$ cat src/rtl/rca_golden.sv
// Golden reference for the adder under test: full-precision a + b + cin.
// Kept on its own so the reference can be replaced without touching the checker FSM.
module rca_golden #(
  parameter int WIDTH = 4
) (
  input  logic [WIDTH-1:0] a,
  input  logic [WIDTH-1:0] b,
  input  logic             cin,
  output logic [WIDTH-1:0] exp_s,
  output logic             exp_cout
);

  logic [WIDTH:0] sum;

  // Widen before adding so the carry-out is never lost.
  always_comb begin
    sum               = {1'b0, a} + {1'b0, b} + {{WIDTH{1'b0}}, cin};
    {exp_cout, exp_s} = sum;
  end

endmodule

$ cat config.mk
export PLATFORM = sky130hd
export DESIGN_NAME = rca_golden
export DESIGN_NICKNAME = d
export VERILOG_FILES = /design/src/rtl/rca_golden.sv
export SDC_FILE = /design/constraint.sdc
export NUM_CORES = 1
export LEC_CHECK = 0
export ABC_AREA = 1
export CAP_MARGIN = 20
export CORE_AREA = 2 2 39 41
export DETAILED_ROUTE_END_ITERATION = 12
export DIE_AREA = 0 0 41 43
export GPL_TIMING_DRIVEN = 0
export SYNTH_ARGS = -nofsm -noshare
export SYNTH_HDL_FRONTEND = slang
export SYNTH_SLANG_ARGS = --single-unit
$ cat constraint.sdc
create_clock -name vclk -period 2.1
set_clock_uncertainty 0.05 [all_clocks]
set_input_delay 0.42 -clock vclk [all_inputs]
set_output_delay 0.42 -clock vclk [all_outputs]
set_load 0.01 [all_outputs]
# Yosys cells after proc, flatten, opt, wreduce, memory -nomap -nowiden
# Index checks and enable logic that the tools add are counted.
classes:
  add_sub_neg: 2
ops:
  columns: ["cell", "count"]
  rows:
  - ["$add 4x4->5", 1]
  - ["$add 5x1->5", 1]
totals:
  reg_bits: 0
  input_bits: 9
  elab_cells: 2

# Logic depth before layout (Yosys ltp)
# Gate-level depths: netlist (run 1).
depth:
  ltp_word: 2
  depth_mapped: 5
  depth_no_buf: 5

# Least setup slack after synthesis (run 1)
# Ideal clock, no wire load.
synth_timing:
  kind: "in2out"
  from: "in a[0]"
  to: "out exp_s[1]"
  t_arrival_ns: 1.427
  slack_ns: 0.203
  path_stages: 4
  n_path_buf: 0
  path_cell_list: "fa_1 inv_1 fa_1 inv_1"
synth_via:
  elab_chain_len: 2
synth_lines:
  columns: ["element", "line_no", "rtl"]
  rows:
  - ["start: declaration", "6", "input logic [WIDTH-1:0] a,"]
  - ["$add 4x4->5", "17", "sum = {1'b0, a} + {1'b0, b} + {{WIDTH{1'b0}}, cin};"]
  - ["$add 5x1->5", "17", null]
  - ["end: declaration", "9", "output logic [WIDTH-1:0] exp_s,"]
# Every way passes these cells.

# Worst setup path in the final report (run 1)
layout_timing:
  from: "in cin"
  to: "out exp_s[1]"
layout_via:
  elab_chain_len: 1
layout_lines:
  columns: ["element", "line_no", "rtl"]
  rows:
  - ["start: declaration", "8", "input logic cin,"]
  - ["$add 5x1->5", "17", null]
# Every way passes these cells.

==> results of run 1 <==
-- layer usage --
| metal | GRT usage | wire length (um) |
|---|---|---|
| met2 | 0.106 | 201 |
| met3 | 0 | 44 |
| met1 | 0.0635 | 170 |
| met5 | 0 | 0 |
| met4 | 0 | 0 |
-- tightest hold or removal path: cells and delay by family --
kind       cells  cell delay [ns]
xor+xnor       1             0.06
buf+inv        2             0.25
fa+ha+maj      1             0.17
-- repair_timing --
action / 4_1_cts / 5_1_grt
buffers inserted: 1 / 0
pin swaps: 2 / 2
setup endpoints to repair: 5 / 3
gates resized for setup: 30 / 5
gates cloned: 0 / 0
hold buffers: 0 / 0
-- cells by family (layout without fill, tap and decap cells) --
family	Yosys count	count (layout)
AO/OA/AOI/OAI	3	3
AND/OR/NAND/NOR	9	9
adder cells (fa/ha/maj)	5	5
XOR/XNOR	1	1
buffers and inverters	7	22
-- cell usage in the layout, fill, tap and decap left out, drive strengths merged, types with 2 or more instances in the layout --
master         Yosys  layout
a21oi              2       2
inv                7       7
nand3              3       3
dlygate4sd2        0       3
ha                 3       3
dlymetal6s2s       0       2
buf                0       5
clkdlybuf4s50      0       2
fa                 2       2
clkbuf             0       2
nand2              5       5
-- worst min-delay path by stage --
stage,to,depth (start not counted),slack (ns),from
2_1_floorplan,exp_s[0],1,0.98,cin
3_3_place_gp,exp_s[0],3,1.94,cin
3_5_place_dp,exp_s[0],3,1.95,cin
4_1_cts,exp_s[0],3,1.43,cin
5_1_grt,exp_s[2],4,1.33,a[2]
6_report,exp_s[2],4,1.28,a[2]
-- power by group through the flow --
stage          combinational, mW  sequential [mW]  clock [mW]
3_3_place_gp              0.0965                0           0
2_1_floorplan             0.0440                0           0
5_1_grt                   0.0993                0           0
4_1_cts                   0.0884                0           0
3_5_place_dp              0.0976                0           0
6_report                  0.0854                0           0
-- final cells by class --
class,instances,area (um^2),area share
Timing Repair Buffer,15,120,0.372
Multi-Input combinational cell,18,156,0.484
Tap cell,16,20.0,0.0620
Inverter,7,26.3,0.0814
-- metrics by stage --
stage | power (mW) | setup WS (ns) | util | TNS (ns) | instances
after global routing | 0.0993 | -0.0203 | 0.233 | -0.0203 | 56
after global placement | 0.0965 | -0.760 | 0.235 | -2.92 | 55
after floorplan | 0.0440 | 0.203 | - | 0 | 25
after detailed placement | 0.0976 | -0.780 | 0.235 | -2.95 | 55
final | 0.0854 | 0.0412 | 0.233 | 0 | 56
after CTS | 0.0884 | -0.0356 | 0.236 | -0.0356 | 56
==> results by group, run 1 <==
Outcome
  – Status: completed

Power
  – P per Cell Area: 264 nW/um^2
  – Clk pwr share: 0
  – Pleak: 0.182 nW
  – Sw Pwr: 0.0406 mW
  – Sw Share: 0.476
  – VDD IR max: 0.0000766 V
  – P_int: 0.0447 mW
  – Sequential power share: 0
  – Power share of the combinational group: 1.000

Synth
  – Cell taking the most area after synthesis: fa_1
  – Cell count after synthesis: 25
  – Mux cell area share after synthesis: 0
  – Synth Net Count: 39
  – Simple-Gate Fraction of Synth Area: 0.227
  – Synth top cells by count: inv_1 (7), nand2_1 (5), ha_1 (3), nand3_1 (3)
  – Synth warnings: 0
  – Ranking of synthesized cells by area: fa_1 (24%), ha_1 (23%), inv_1 (16%)
  – Netlist cell types: 9
  – Post-Syn Area: 165 um^2
  – Avg Cell Area, Syn: 6.61 um^2
  – Compound-Gate Fraction of Synth Area: 0.0909
  – Post-Synth Adder-Cell Area: 0.470
  – Largest family of logic cells by synthesized area: adder cells
  – Xor/xnor share of the synthesized area: 0.0530
  – Top-area cell type share of the netlist area: 0.242
  – Most numerous cell in the Yosys netlist: inv_1
  – Sequential cell area fraction in the yosys report: 0

Worst setup path
  – CP delay by family, top: adder cells
  – CP Capture Point: exp_s[1]
  – Critical path launch point type: primary input
  – Critical Path Most Common Cell: fa_2
  – WP data required: 1.63 ns
  – CP peak stage delay: 0.41 ns
  – Crit-path cells: clkdlybuf4s15_2 > fa_2 > inv_2 > fa_2 > inv_1 > buf_2
  – Worst path buffer plus inverter count: 4
  – Stages on worst setup path: 6
  – Crit-path max FO: 2
  – CP arrival: 1.59 ns
  – CP max-delay cell: fa_2
  – Kind of critical path: primary input to output pin
  – Crit path from: cin
  – Critical path endpoint category: output pin

Global routing
  – Initial antenna violation count: 0
  – Tot GR Track Use: 0.0540
  – Remaining Overflow, GRT: 0
  – Vias in the first global route: 200
  – First-pass GRT wire length: 710 um
  – Largest net degree at the start of global routing: 6

Detailed routing
  – Final ANT Viol Nets: 0
  – Routed WL: 416 um
  – Post-DR vias/cell: 3.64
  – DRT iter0 DRCs: 0
  – Initial DRT Pass Iterations: 1
  – DR DRC count: 0
  – Total number of vias: 204
  – Wire length per cell: 7.43 um

Place
  – HPWL after DPL: 363 um
  – IO Port Bufs: 14
  – Gpl congestion: 0.702
  – Dpl cell area: 325 um^2

Finish
  – Ant diodes: 0
  – Fin area: 323 um^2
  – Clock Buffer Count: 0
  – Seq Cell Count: 0
  – Register Area: 0 um^2
  – Share of layout cells above drive strength 1: 0.300
  – Layout area overhead: 95.5%
  – Filler Cell Count: 157
  – Final nets: 56

STA
  – Setup violations, final: 0
  – Max-slew violation count: 0
  – Period Utilization, post-route: 0.980
  – Rel. slew slack: 0.917
  – Fmax: 486 MHz
  – RSZ-0062 raised after global routing: true
  – Final Hold Vio Count: 0
  – Worst hold slack: 1.28 ns
  – Min Tclk post-route: 2.06 ns
  – Slew at the pin with the worst max-slew slack: 0.123 ns

Die
  – Chip height: 43 um
  – Row count: 14
  – Die area: 1760 um^2
  – Die X: 41 um
  – Io pins: 14
  – Initial Utilization: 0.119
  – Core area: 1380 um^2

Min path
  – Worst hold path type: primary input to output pin

Run
  – Max Cap Violations: 0
Power figures use the tool's default switching activity.
==> inputs of run 2 (changes only) <==
Settings changed: GPL_ROUTABILITY_DRIVEN set to 0.
==> results of run 2 <==
Final layout, timing and power as in run 1 (identical DEF).
==> inputs of run 3 (changes only) <==
Settings changed: TNS_END_PERCENT set to 1.
==> run 3 against run 2 <==
  * The run now ends with setup timing left
  * Final area rose by 4.7%
  * Fmax down 2.7%
  * Non-clock buffer count is 1 higher
  * Global-route usage unchanged
  * Critical path type unchanged
  * Largest cell class unchanged
==> results by group, run 3 (synthesis gave the netlist of run 1 again) <==
STA
  – Fmax: 472 MHz (-2.7%)
  – Fin Setup TNS: -0.0165 ns (-0.0165 ns)
  – Final worst setup slack: -0.0165 ns (-0.0576 ns)
  – RSZ-0062 raised after global routing: true
  – Period Utilization, post-route: 1.01 (+0.0274)
  – Min Tclk post-route: 2.12 ns (+0.0576 ns)
  – Rel. slew slack: 0.914 (-0.00338)
  – Max-slew violation count: 0 (unchanged)
  – Slew at the pin with the worst max-slew slack: 0.129 ns (+0.00574 ns)
  – Setup violations, final: 1 (+1)
  – Final Hold Vio Count: 0 (unchanged)

Global routing
  – Vias in the first global route: 200 (unchanged)
  – Remaining Overflow, GRT: 0 (unchanged)
  – Initial antenna violation count: 0 (unchanged)
  – Largest net degree at the start of global routing: 6 (unchanged)
  – Tot GR Track Use: 0.0540 (unchanged)
  – First-pass GRT wire length: 710 um (unchanged)

Detailed routing
  – Total number of vias: 211 (+3.4%)
  – Wire length per cell: 7.30 um (-1.8%)
  – Top layer in use: met3
  – Routed WL: 416 um (unchanged)
  – Post-DR vias/cell: 3.70 (+1.6%)
  – Initial DRT Pass Iterations: 3 (+2)
  – DRT iter0 DRCs: 2 (+2)
  – DR WL met3: 44 um (unchanged)
  – DR DRC count: 0 (unchanged)
  – DRT met1 WL: 159 um (-6.5%)
  – Final ANT Viol Nets: 0 (unchanged)
  – Met2 wire len: 211 um (+5.0%)

Power
  – Pleak: 0.184 nW (+1.2%)
  – P per Cell Area: 272 nW/um^2 (+2.9%)
  – Sw Share: 0.460 (-0.0162)
  – Clk pwr share: 0 (unchanged)
  – Sequential power share: 0 (unchanged)
  – P_int: 0.0497 mW (+11%)
  – Total power: 0.0919 mW (+7.7%)
  – Power share of the combinational group: 1.000 (about the same)
  – Sw Pwr: 0.0423 mW (+4.0%)
  – VDD IR max: 0.0000702 V (-8.4%)

Place
  – DP Cell Count: 55 (unchanged)
  – IO Port Bufs: 14 (unchanged)
  – HPWL after DPL: 363 um (unchanged)
  – Dpl cell area: 325 um^2 (unchanged)

Worst setup path
  – Critical path endpoint category: output pin
  – CP Capture Point: exp_s[1]
  – Crit-path cells: dlygate4sd2_1 > fa_2 > inv_2 > fa_2 > inv_1 > buf_2
  – WP data required: 1.63 ns (about the same)
  – Critical Path Most Common Cell: fa_2
  – CP max-delay cell: fa_2
  – Critical path launch point type: primary input
  – CP arrival: 1.65 ns (+0.06 ns)
  – CP peak stage delay: 0.41 ns (about the same)
  – Crit path from: b[0]
  – Crit-path max FO: 2 (unchanged)
  – Kind of critical path: primary input to output pin

Die
  – Chip height: 43 um (unchanged)
  – Die X: 41 um (unchanged)
  – Initial Utilization: 0.119 (unchanged)
  – Die area: 1760 um^2 (unchanged)
  – Core area: 1380 um^2 (unchanged)
  – Row count: 14 (unchanged)
  – Io pins: 14 (unchanged)

Min path
  – Worst hold path type: primary input to output pin

Finish
  – Fin area: 338 um^2 (+4.7%)
  – Ant diodes: 0 (unchanged)
  – Seq Cell Count: 0 (unchanged)
  – Final non-filler cell total: 57 (+1.8%)
  – Register Area: 0 um^2 (unchanged)
  – Commonest non-fill, non-tap cell in the layout: inv_1
  – Clock Buffer Count: 0 (unchanged)
  – Most frequent cells in the layout: inv_1 (6), nand2_1 (5), dlygate4sd2_1 (4), buf_2 (4)
  – Layout area overhead: 105%
  – Final nets: 57 (+1.8%)
  – Share of layout cells above drive strength 1: 0.293 (-0.00732)

Run
  – Max Cap Violations: 0 (unchanged)

Outcome
  – Failing checks: setup timing
  – Status: finished with violations

Clock network
  – Post-CTS Hold Buffers: 0 (unchanged)
run 3: cell count changes in the layout (fill, tap and decap cells not counted):
cell             previous run  this run
clkdlybuf4s50_1             2         3
xnor2_1                     1         0
clkdlybuf4s15_2             1         0
dlymetal6s2s_1              2         1
clkbuf_2                    2         1
dlygate4sd2_1               3         4
xnor2_2                     0         1
buf_4                       1         2
clkdlybuf4s15_1             0         1
run 3: stage by stage:
stage               hold WS (ns)  setup slack, ns  utilization
floorplan                  0.976            0.203            -
global placement            1.94           -0.760        0.235
detailed placement          1.95           -0.780        0.235
CTS                         1.41          -0.0582        0.239
global route                1.38          -0.0767        0.244
finish                      1.33          -0.0165        0.244
run 3: what timing repair did:
item / 4_1_cts / 5_1_grt
buffers inserted: 1 / 1
setup endpoints to repair: 5 / 4
gates resized for setup: 27 / 5
pin swaps: 2 / 3
hold endpoints to repair: 0 / 0
run 3: power by group through the flow:
stage | Combinational, mW | Sequential, mW | Clock [mW]
detailed placement | 0.0976 | 0 | 0
global placement | 0.0965 | 0 | 0
finish | 0.0919 | 0 | 0
CTS | 0.0902 | 0 | 0
floorplan | 0.0440 | 0 | 0
global route | 0.106 | 0 | 0
run 3: final cells by class:
cell class	instances	area, um^2
well taps	16	20.0
multi-input cells	18	164
repair buffers	16	128
fillers	158	1050
inverters	7	26.3
run 3: worst min-delay path by stage:
stage               endpoint  cells past startpoint  startpoint  slack (ns)
global route        exp_s[0]                      3         cin        1.38
CTS                 exp_s[2]                      4        a[2]        1.41
global placement    exp_s[0]                      3         cin        1.94
detailed placement  exp_s[0]                      3         cin        1.95
finish              exp_s[0]                      3         cin        1.33
floorplan           exp_s[0]                      1         cin        0.98
run 3: per-layer routing:
metal | GRT usage | up-vias
met5 | 0 | -
met3 | 0 | 0
met1 | 0.0635 | 91
li1 | - | 111
met2 | 0.106 | 9
met4 | 0 | 0
run 3: worst max-delay path, delay by kind of cell:
family / cells / cell delay [ns]
buf+inv: 4 / 0.47
fa+ha+maj: 2 / 0.75
